===== src/rtl/wb_sram_bank_ctrl_if.sv =====
// Wishbone slave bus bundle for wb_sram_bank_ctrl; signal names match the
// original flat port list so the wrapper hookup stays one-to-one.
interface wb_sram_bank_ctrl_if;
  logic        wbs_cyc_i;
  logic        wbs_stb_i;
  logic        wbs_we_i;
  logic [3:0]  wbs_sel_i;
  logic [31:0] wbs_adr_i;
  logic [31:0] wbs_dat_i;
  logic        wbs_ack_o;
  logic [31:0] wbs_dat_o;

  modport master (
    output wbs_cyc_i, wbs_stb_i, wbs_we_i, wbs_sel_i, wbs_adr_i, wbs_dat_i,
    input  wbs_ack_o, wbs_dat_o
  );

  modport slave (
    input  wbs_cyc_i, wbs_stb_i, wbs_we_i, wbs_sel_i, wbs_adr_i, wbs_dat_i,
    output wbs_ack_o, wbs_dat_o
  );
endinterface


===== src/rtl/wb_sram_bank_ctrl.sv =====
// Wishbone slave + independent read-only port in front of up to four
// OpenRAM 32x256 1RW/1R macros, with a same-word write/read collision guard.
module wb_sram_bank_ctrl #(
  parameter int unsigned BANKS     = 2,
  parameter logic [31:0] BASE_ADDR = 32'h3000_0000
) (
  input  logic                  wb_clk_i,
  input  logic                  wb_rst_ni,
  wb_sram_bank_ctrl_if.slave    wbs,
  input  logic                  rd1_req_i,
  input  logic [9:0]            rd1_addr_i,
  output logic                  rd1_busy_o,
  output logic                  rd1_valid_o,
  output logic [31:0]           rd1_data_o,
  output logic [BANKS-1:0]      sram_csb0_o,
  output logic                  sram_web0_o,
  output logic [3:0]            sram_wmask0_o,
  output logic [7:0]            sram_addr0_o,
  output logic [31:0]           sram_din0_o,
  input  logic [32*BANKS-1:0]   sram_dout0_i,
  output logic [BANKS-1:0]      sram_csb1_o,
  output logic [7:0]            sram_addr1_o,
  input  logic [32*BANKS-1:0]   sram_dout1_i
);

  typedef enum logic [1:0] {P0_IDLE, P0_RDWAIT, P0_ACK} p0_state_t;
  typedef enum logic [1:0] {P1_IDLE, P1_PEND, P1_WAIT, P1_DONE} p1_state_t;

  // Banks at or above BANKS have no lane in the bus, so they read as zero.
  function automatic logic [31:0] pick_lane(input logic [32*BANKS-1:0] bus,
                                            input logic [1:0] bk);
    pick_lane = '0;
    for (int unsigned b = 0; b < BANKS; b++)
      if (bk == 2'(b)) pick_lane = bus[32*b +: 32];
  endfunction

  p0_state_t   p0_state;
  logic [1:0]  p0_bank_q;
  logic        p0_hit;
  logic [1:0]  p0_bank;
  logic [7:0]  p0_word;
  logic        p0_issue;
  logic        p0_wr_issue;

  p1_state_t   p1_state;
  logic [1:0]  p1_bank_q;
  logic [7:0]  p1_word_q;
  logic        p1_start;
  logic        p1_collide;
  logic        p1_issue_now;
  logic        p1_issue_pend;
  logic [1:0]  p1_issue_bank;

  assign p0_hit      = (wbs.wbs_adr_i[31:12] == BASE_ADDR[31:12]);
  assign p0_bank     = wbs.wbs_adr_i[11:10];
  assign p0_word     = wbs.wbs_adr_i[9:2];
  // Issue terms are gated by reset so the macro strobes go idle the moment
  // reset asserts, not at the next edge.
  assign p0_issue    = wb_rst_ni && (p0_state == P0_IDLE) &&
                       wbs.wbs_cyc_i && wbs.wbs_stb_i && p0_hit;
  assign p0_wr_issue = p0_issue && wbs.wbs_we_i;

  always_comb begin
    sram_csb0_o = '1;
    for (int unsigned b = 0; b < BANKS; b++)
      if (p0_issue && (p0_bank == 2'(b))) sram_csb0_o[b] = 1'b0;
    sram_web0_o   = p0_issue ? ~wbs.wbs_we_i : 1'b1;
    sram_wmask0_o = p0_issue ? wbs.wbs_sel_i : '0;
    sram_addr0_o  = p0_issue ? p0_word       : '0;
    sram_din0_o   = p0_issue ? wbs.wbs_dat_i : '0;
  end

  always_ff @(posedge wb_clk_i or negedge wb_rst_ni) begin
    if (!wb_rst_ni) begin
      p0_state      <= P0_IDLE;
      p0_bank_q     <= '0;
      wbs.wbs_ack_o <= 1'b0;
      wbs.wbs_dat_o <= '0;
    end else begin
      case (p0_state)
        P0_IDLE: begin
          wbs.wbs_ack_o <= 1'b0;
          if (p0_issue) begin
            p0_bank_q     <= p0_bank;
            wbs.wbs_ack_o <= wbs.wbs_we_i;
            p0_state      <= wbs.wbs_we_i ? P0_ACK : P0_RDWAIT;
          end
        end
        P0_RDWAIT: begin
          if (!wbs.wbs_cyc_i) begin
            p0_state <= P0_IDLE;
          end else begin
            wbs.wbs_dat_o <= pick_lane(sram_dout0_i, p0_bank_q);
            wbs.wbs_ack_o <= 1'b1;
            p0_state      <= P0_ACK;
          end
        end
        P0_ACK: begin
          wbs.wbs_ack_o <= 1'b0;
          p0_state      <= P0_IDLE;
        end
        default: begin
          wbs.wbs_ack_o <= 1'b0;
          p0_state      <= P0_IDLE;
        end
      endcase
    end
  end

  // A same-word port-0 write would leave the 1R read undefined; defer one
  // cycle, by which point port 0 has left IDLE and cannot write again.
  assign p1_start      = wb_rst_ni && (p1_state == P1_IDLE) && rd1_req_i;
  assign p1_collide    = p0_wr_issue && (p0_bank == rd1_addr_i[9:8]) &&
                         (p0_word == rd1_addr_i[7:0]);
  assign p1_issue_now  = p1_start && !p1_collide;
  assign p1_issue_pend = wb_rst_ni && (p1_state == P1_PEND);
  assign p1_issue_bank = p1_issue_now ? rd1_addr_i[9:8] : p1_bank_q;

  always_comb begin
    sram_csb1_o = '1;
    for (int unsigned b = 0; b < BANKS; b++)
      if ((p1_issue_now || p1_issue_pend) && (p1_issue_bank == 2'(b)))
        sram_csb1_o[b] = 1'b0;
    sram_addr1_o = p1_issue_now ? rd1_addr_i[7:0] : p1_word_q;
  end

  always_ff @(posedge wb_clk_i or negedge wb_rst_ni) begin
    if (!wb_rst_ni) begin
      p1_state    <= P1_IDLE;
      p1_bank_q   <= '0;
      p1_word_q   <= '0;
      rd1_busy_o  <= 1'b0;
      rd1_valid_o <= 1'b0;
      rd1_data_o  <= '0;
    end else begin
      case (p1_state)
        P1_IDLE: begin
          rd1_valid_o <= 1'b0;
          if (p1_start) begin
            p1_bank_q  <= rd1_addr_i[9:8];
            p1_word_q  <= rd1_addr_i[7:0];
            rd1_busy_o <= 1'b1;
            p1_state   <= p1_collide ? P1_PEND : P1_WAIT;
          end
        end
        P1_PEND: p1_state <= P1_WAIT;
        P1_WAIT: begin
          rd1_data_o  <= pick_lane(sram_dout1_i, p1_bank_q);
          rd1_valid_o <= 1'b1;
          p1_state    <= P1_DONE;
        end
        P1_DONE: begin
          rd1_valid_o <= 1'b0;
          rd1_busy_o  <= 1'b0;
          p1_state    <= P1_IDLE;
        end
        default: begin
          rd1_valid_o <= 1'b0;
          rd1_busy_o  <= 1'b0;
          p1_state    <= P1_IDLE;
        end
      endcase
    end
  end

endmodule


===== src/flat_wrapper.sv =====
// flat-port wrapper written by rule: the top's interface ports become plain ports
module wb_sram_bank_ctrl_flat 
#(
  parameter int unsigned BANKS     = 2,
  parameter logic [31:0] BASE_ADDR = 32'h3000_0000
)
  (wb_clk_i, wb_rst_ni, rd1_req_i, rd1_addr_i, rd1_busy_o, rd1_valid_o, rd1_data_o, sram_csb0_o, sram_web0_o, sram_wmask0_o, sram_addr0_o, sram_din0_o, sram_dout0_i, sram_csb1_o, sram_addr1_o, sram_dout1_i, wbs_wbs_cyc_i, wbs_wbs_stb_i, wbs_wbs_we_i, wbs_wbs_sel_i, wbs_wbs_adr_i, wbs_wbs_dat_i, wbs_wbs_ack_o, wbs_wbs_dat_o);
  wb_sram_bank_ctrl_if wbs_i ();
  input  logic wb_clk_i;
  input  logic wb_rst_ni;
  input  logic rd1_req_i;
  input  logic [9:0] rd1_addr_i;
  output logic rd1_busy_o;
  output logic rd1_valid_o;
  output logic [31:0] rd1_data_o;
  output logic [BANKS-1:0] sram_csb0_o;
  output logic sram_web0_o;
  output logic [3:0] sram_wmask0_o;
  output logic [7:0] sram_addr0_o;
  output logic [31:0] sram_din0_o;
  input  logic [32*BANKS-1:0] sram_dout0_i;
  output logic [BANKS-1:0] sram_csb1_o;
  output logic [7:0] sram_addr1_o;
  input  logic [32*BANKS-1:0] sram_dout1_i;
  input wire logic [$bits(wbs_i.wbs_cyc_i)-1:0] wbs_wbs_cyc_i;
  input wire logic [$bits(wbs_i.wbs_stb_i)-1:0] wbs_wbs_stb_i;
  input wire logic [$bits(wbs_i.wbs_we_i)-1:0] wbs_wbs_we_i;
  input wire logic [$bits(wbs_i.wbs_sel_i)-1:0] wbs_wbs_sel_i;
  input wire logic [$bits(wbs_i.wbs_adr_i)-1:0] wbs_wbs_adr_i;
  input wire logic [$bits(wbs_i.wbs_dat_i)-1:0] wbs_wbs_dat_i;
  output wire logic [$bits(wbs_i.wbs_ack_o)-1:0] wbs_wbs_ack_o;
  output wire logic [$bits(wbs_i.wbs_dat_o)-1:0] wbs_wbs_dat_o;
  assign wbs_i.wbs_cyc_i = wbs_wbs_cyc_i;
  assign wbs_i.wbs_stb_i = wbs_wbs_stb_i;
  assign wbs_i.wbs_we_i = wbs_wbs_we_i;
  assign wbs_i.wbs_sel_i = wbs_wbs_sel_i;
  assign wbs_i.wbs_adr_i = wbs_wbs_adr_i;
  assign wbs_i.wbs_dat_i = wbs_wbs_dat_i;
  assign wbs_wbs_ack_o = wbs_i.wbs_ack_o;
  assign wbs_wbs_dat_o = wbs_i.wbs_dat_o;
  wb_sram_bank_ctrl #(.BANKS(BANKS), .BASE_ADDR(BASE_ADDR)) u_core (.wb_clk_i(wb_clk_i), .wb_rst_ni(wb_rst_ni), .wbs(wbs_i), .rd1_req_i(rd1_req_i), .rd1_addr_i(rd1_addr_i), .rd1_busy_o(rd1_busy_o), .rd1_valid_o(rd1_valid_o), .rd1_data_o(rd1_data_o), .sram_csb0_o(sram_csb0_o), .sram_web0_o(sram_web0_o), .sram_wmask0_o(sram_wmask0_o), .sram_addr0_o(sram_addr0_o), .sram_din0_o(sram_din0_o), .sram_dout0_i(sram_dout0_i), .sram_csb1_o(sram_csb1_o), .sram_addr1_o(sram_addr1_o), .sram_dout1_i(sram_dout1_i));
endmodule

===== config.mk =====
export PLATFORM = sky130hd
export DESIGN_NAME = wb_sram_bank_ctrl_flat
export DESIGN_NICKNAME = d
export VERILOG_FILES = /design/src/rtl/wb_sram_bank_ctrl_if.sv /design/src/rtl/wb_sram_bank_ctrl.sv /design/src/flat_wrapper.sv
export SDC_FILE = /design/constraint.sdc
export NUM_CORES = 1
export LEC_CHECK = 0
export CAP_MARGIN = 25
export CORE_AREA = 2 2 131 133
export CTS_CLUSTER_SIZE = 8
export DETAILED_ROUTE_END_ITERATION = 10
export DIE_AREA = 0 0 133 135
export PLACE_DENSITY = 0.63
export SLEW_MARGIN = 5
export SYNTH_ARGS = -nofsm -noshare
export SYNTH_HDL_FRONTEND = slang
export SYNTH_SLANG_ARGS = --single-unit

===== constraint.sdc =====
create_clock -name wb_clk_i -period 2.8 [get_ports wb_clk_i]
set_input_delay 0.56 -clock wb_clk_i [delete_from_list [all_inputs] [get_ports wb_clk_i]]
set_output_delay 0.56 -clock wb_clk_i [all_outputs]
set_load 0.03 [all_outputs]

== Word-level counts from Yosys, hierarchy flattened ==
Index checks and enable logic that the tools add are counted.

* Eq/ne operators: 14
* Bitwise logic cells: 1
* Mux-type cells: 27
* Reductions and logical operators: 30

{| class="wikitable"
|+ Operators by type and width
! kind !! number
|-
| 32-bit 2-to-1 mux || 5
|-
| 20-bit by 18-bit == test with 1-bit output (second input constant) || 1
|-
| 8-bit 2-to-1 mux || 2
|-
| 1-bit logical AND || 15
|-
| 2-bit by 1-bit == test with 1-bit output (second input constant) || 6
|-
| 2-bit logical NOT || 6
|-
| 2-bit 2-to-1 mux || 6
|-
| 8-bit == test || 1
|-
| 1-bit 2-to-1 mux || 8
|-
| 2-bit one-hot mux with 4 select lines || 1
|-
| 2-bit AND reduction || 4
|-
| 1-bit one-hot mux with 2 select lines || 3
|-
| 2-bit == test (second input constant) || 2
|-
| 4-bit 2-to-1 mux || 1
|-
| 2-bit by 1-bit != test with 1-bit output (second input constant) || 2
|-
| 2-bit one-hot mux with 2 select lines || 1
|-
| 2-bit nonzero test || 2
|-
| 2-bit == test || 1
|-
| 2-bit != test (second input constant) || 1
|-
| 2-bit OR reduction || 1
|-
| 1-bit logical NOT || 1
|-
| 1-bit logical OR || 1
|-
| 1-bit NOT || 1
|}

* Flip-flop bits (word level): 83
* Output and inout bits: 124
* Input port bits: 212

== Longest topological paths before layout ==
* Word-level depth: 14
* Depth in mapped cells: 7
* Gate-level depth less buffers: 7

== Worst setup path before layout ==
Ideal clock, no wire load.

* Kind: in2out
* Start: in wbs_wbs_adr_i[15]
* End: out sram_csb1_o[0]
* Arrival: 2.147 ns
* Setup slack: 0.093 ns
* Buffers on the path: 1
* Stages: 6
* Cells stage by stage: nor4_1 > nand4_1 > nor3_4 > buf_6 > nand2_1 > mux2i_1

* Word-level cells in the longest chain between the ends: 11
* Elaborated cells on any way between the ends: 12
* Those cells by class: eq/ne: 1; mux: 2; reduce/logical: 9

{| class="wikitable"
|+ Ends and longest elaborated chain
! what !! RTL line !! text
|-
| start, declared || flat_wrapper.sv:29 || <nowiki>input wire logic [$bits(wbs_i.wbs_adr_i)-1:0] wbs_wbs_adr_i;</nowiki>
|-
| 20-bit by 18-bit == test with 1-bit output * || wb_sram_bank_ctrl.sv:54 || <nowiki>assign p0_hit = (wbs.wbs_adr_i[31:12] == BASE_ADDR[31:12]);</nowiki>
|-
| 1-bit logical AND * || wb_sram_bank_ctrl.sv:60 || <nowiki>wbs.wbs_cyc_i && wbs.wbs_stb_i && p0_hit;</nowiki>
|-
| 1-bit logical AND * || wb_sram_bank_ctrl.sv:61 || <nowiki>assign p0_wr_issue = p0_issue && wbs.wbs_we_i;</nowiki>
|-
| 1-bit logical AND * (2 in series) || wb_sram_bank_ctrl.sv:113 || <nowiki>assign p1_collide = p0_wr_issue && (p0_bank == rd1_addr_i[9:8]) &&</nowiki>
|-
| 1-bit logical NOT * || wb_sram_bank_ctrl.sv:115 || <nowiki>assign p1_issue_now = p1_start && !p1_collide;</nowiki>
|-
| 1-bit logical AND * || wb_sram_bank_ctrl.sv:115 ||
|-
| 2-bit 2-to-1 mux || wb_sram_bank_ctrl.sv:117 || <nowiki>assign p1_issue_bank = p1_issue_now ? rd1_addr_i[9:8] : p1_bank_q;</nowiki>
|-
| 2-bit logical NOT || wb_sram_bank_ctrl.sv:122 || <nowiki>if ((p1_issue_now || p1_issue_pend) && (p1_issue_bank == 2'(b)))</nowiki>
|-
| 1-bit logical AND * || wb_sram_bank_ctrl.sv:122 ||
|-
| 1-bit 2-to-1 mux * || wb_sram_bank_ctrl.sv:122 ||
|-
| end, declared || flat_wrapper.sv:22 || <nowiki>output logic [BANKS-1:0] sram_csb1_o;</nowiki>
|}

Every way passes the cells marked *; elsewhere a longest branch is shown, timed or not.

== Worst setup path after layout ==
* Start: in rd1_addr_i[7]
* End: out sram_addr1_o[4]

* Word-level cells in the longest chain between the ends: 5

{| class="wikitable"
|+ Ends and longest elaborated chain
! what !! RTL line !! text
|-
| start, declared || flat_wrapper.sv:12 || <nowiki>input logic [9:0] rd1_addr_i;</nowiki>
|-
| 8-bit == test || wb_sram_bank_ctrl.sv:114 || <nowiki>(p0_word == rd1_addr_i[7:0]);</nowiki>
|-
| 1-bit logical AND || wb_sram_bank_ctrl.sv:113 ||
|-
| 1-bit logical NOT || wb_sram_bank_ctrl.sv:115 ||
|-
| 1-bit logical AND || wb_sram_bank_ctrl.sv:115 ||
|-
| 8-bit 2-to-1 mux || wb_sram_bank_ctrl.sv:124 || <nowiki>sram_addr1_o = p1_issue_now ? rd1_addr_i[7:0] : p1_word_q;</nowiki>
|-
| end, declared || flat_wrapper.sv:23 || <nowiki>output logic [7:0] sram_addr1_o;</nowiki>
|}

No other way between the ends.

==> results_dict.tcl <==
set metrics [dict create \
    cp_max_fo 8 \
    slew_headroom 0.381 \
    die-height_um 135 \
    swShare 0.378 \
    cp_slowest_stage_delay_ps 430 \
    yosysWarnings 0 \
    use_met2 0.342 \
    status "finished with violations" \
    power_frac_seq 0.307 \
    seqCellArea_sq_um 2080 \
    p_int_mw 3.41 \
    grtUsageMet3 0.0379 \
    htreeDepth 3 \
    synth_area_leaders "dfrtp_1 46%, mux2i_1 15%, o2bb2ai_1 6.2%" \
    place_area_sq_um 8130 \
    slowest_stage "clkdlybuf4s50_1" \
    synth_top_area_share 0.460 \
    fillers 1472 \
    synth-seq-area-share 0.460 \
    crit_chain "clkdlybuf4s50_1, xor2_1, nor4_2, buf_4, a31oi_4, buf_12, mux2_4, buf_6" \
    p_leak_nw 3.71 \
    final_area_sq_um 8600 \
    clk_pin_slew_worst_paths_ps 70 \
    fmax_ghz 0.351 \
    cts_max_path_buffers 2 \
    drtAntennaViolNets 0 \
    rsz0062_at_grt "yes" \
    yosysMostFrequentCell "dfrtp_1" \
    antenna_found_initial 2 \
    switching_power_mw 2.08 \
    synth_edf_count 0 \
    setup_violations 8 \
    cp_data_arrival_time_ps 2290 \
    nets 1000 \
    syn_area_per_cell_sq_um 10.5 \
    clkPwrFrac 0.206 \
    yosysTopAreaCell "dfrtp_1" \
    gr-total-overflow 0 \
    grt_max_degree 49 \
    avgRoutedWirePerCell_um 16.2 \
    synth_area_sq_um 4510 \
    hold_buffers 0 \
    portBuffers 333 \
    firstDrtPassIters 4 \
    finalHoldViolations 0 \
    dominantRegCellSynth "dfrtp_1" \
    initial_core_util 0.275 \
    via_per_inst 4.64 \
    drv_slew 0 \
    dp_slack_ps -602 \
    grt_pass1_wl_mm 25.3 \
    holdCritPathClass "primary input to asynchronous set/reset pin" \
    grt-busiest-layer "met2" \
    async_flop_share 1.00 \
    drc_errors 0 \
    timing.hold.ws_ps 46.8 \
    failed_checks "setup timing" \
    clock_latency_ps 330 \
    setup_tns_ps -328 \
    io_pins 336 \
    fin_ws_ps -45.7 \
    synth-seq-cells 83 \
    grt_use_total 0.178 \
    powerDensity_nw_per_um2 638 \
    die_w_um 133 \
    cts_tree "done" \
    grt_use_met1 0.186 \
    finalCritPeriodShare 1.02 \
    area_growth_pct 90.6 \
    first_global_vias 5057 \
    rows 47 \
    hpwl_mm 13.3 \
    totalWireLength_mm 16.4 \
    finClkSkew_ps 8.66 \
    critical_path_class "primary input to primary output" \
    detail_route.iter0.violations 162 \
    multi_input_area_sq_um 2400 \
    max-vdd-ir-drop_v 0.000434 \
    ys_types 40 \
    ys_top_cells_by_count "83 x dfrtp_1, 71 x nand2_1, 66 x mux2i_1" \
    crit_required_ps 2240 \
    tightestPinTransition_ps 929 \
    routabilityCongestion 0.821 \
    dr_total_vias 4687 \
    endpoint_kind "primary output" \
    startpoint_type "primary input" \
    dieArea_sq_um 18000 \
    combinationalPowerShare 0.487 \
    clock-sinks 83 \
    cts-root-buf "clkbuf_16" \
    cap_violations 0 \
    cts_buffers 9 \
    fin_crit_ps 2850 \
    drive_gt1_frac 0.202 \
    synthCells 430 \
    synth.net_count 647 \
    core_sq_um 16400 \
    final_util 0.524 \
]
## area by class of cell
| cell class | instances | area share |
|---|---|---|
| Clock buffer | 11 | 0.0294 |
| Clock inverter | 5 | 0.00436 |
| Sequential cell | 83 | 0.242 |
| Multi-Input combinational cell | 312 | 0.279 |
| Tap cell | 220 | 0.0320 |
| Inverter | 3 | 0.00131 |
| Timing Repair Buffer | 374 | 0.412 |
| Antenna cell | 2 | 0.000582 |
## state kept, by name, summed over array words and instances (netlist names)
name                  cells
u_core.rd1_data_o        32
u_core.wbs.wbs_dat_o     32
u_core.p1_word_q          8
u_core.p0_bank_q          2
u_core.p0_state           2
u_core.p1_bank_q          2
u_core.p1_state           2
u_core.rd1_busy_o         1
u_core.rd1_valid_o        1
u_core.wbs.wbs_ack_o      1
## worst max-delay path: cells and delay by family
family	cells	cell delay [ps]
buf+inv	4	900
mux	1	300
simple gates	1	260
xor+xnor	1	160
compound gates	1	100
## cell families (layout without fill, tap and decap cells)
logic type | count (synthesis) | count (layout) | share of synthesized area
AND/OR/NAND/NOR | 143 | 143 | 0.164
adder cells (fa/ha/maj) | 5 | 5 | 0.0139
XOR/XNOR | 10 | 10 | 0.0194
buffers and inverters | 35 | 393 | 0.0324
multiplexers | 77 | 77 | 0.174
flip-flops | 83 | 83 | 0.460
other | 0 | 2 | 0
AO/OA/AOI/OAI | 77 | 77 | 0.136
## cell usage in the layout (no fill, tap or decap), types with 16 or more instances in the layout
cell type,synthesis,final
clkdlybuf4s50_1,0,234
buf_6,1,16
nand2_1,71,69
and2_1,44,42
o2bb2ai_1,32,32
buf_4,0,83
mux2i_1,66,66
o31ai_1,32,32
dfrtp_1,83,81
dlygate4sd2_1,0,23
## path summary, 6_finish.rpt
path                                          startpoint                  endpoint  slack [ps]  cells after the start
max in group asynchronous                      wb_rst_ni  u_core.wbs.wbs_dat_o[16]        1920                      2
worst max register to register        u_core.p0_state[0]      u_core.wbs.wbs_ack_o        1080                      8
worst min register to register  u_core.wbs.wbs_dat_o[29]  u_core.wbs.wbs_dat_o[29]         480                      2
worst max-delay path                       rd1_addr_i[7]           sram_addr1_o[4]         -50                      8
worst min-delay path                           wb_rst_ni       u_core.p1_bank_q[0]          50                      1
min in group wb_clk_i           u_core.wbs.wbs_dat_o[29]  u_core.wbs.wbs_dat_o[29]         480                      2
## stage by stage
step                      power, mW  instances
final                          5.49       1010
after global routing           5.80       1010
after CTS                      5.56       1006
after detailed placement       4.31        984
after global placement         4.26        984
after floorplan                3.12        430
## timing repair
item                                    4_1_cts  5_1_grt
endpoints found under the setup margin       57       27
pin swaps                                    18        3
resized for setup                           109       10
endpoints found under the hold margin         0        0
buffers inserted                              7        2
## power by group through the flow
stage,Clock (mW),Combinational (mW),Sequential [mW]
2_1_floorplan,0,1.03,2.09
3_3_place_gp,0,2.56,1.69
3_5_place_dp,0,2.61,1.70
4_1_cts,1.17,2.70,1.69
5_1_grt,1.22,2.85,1.72
6_report,1.13,2.67,1.68
## metal layers
| metal | vias up | part of all wire |
|---|---|---|
| li1 | 2237 | - |
| met1 | 2198 | 0.36 |
| met2 | 222 | 0.55 |
| met3 | 30 | 0.063 |
| met4 | 0 | 0.032 |
| met5 | - | 0 |
No activity file was read; power rests on OpenSTA's default activity.
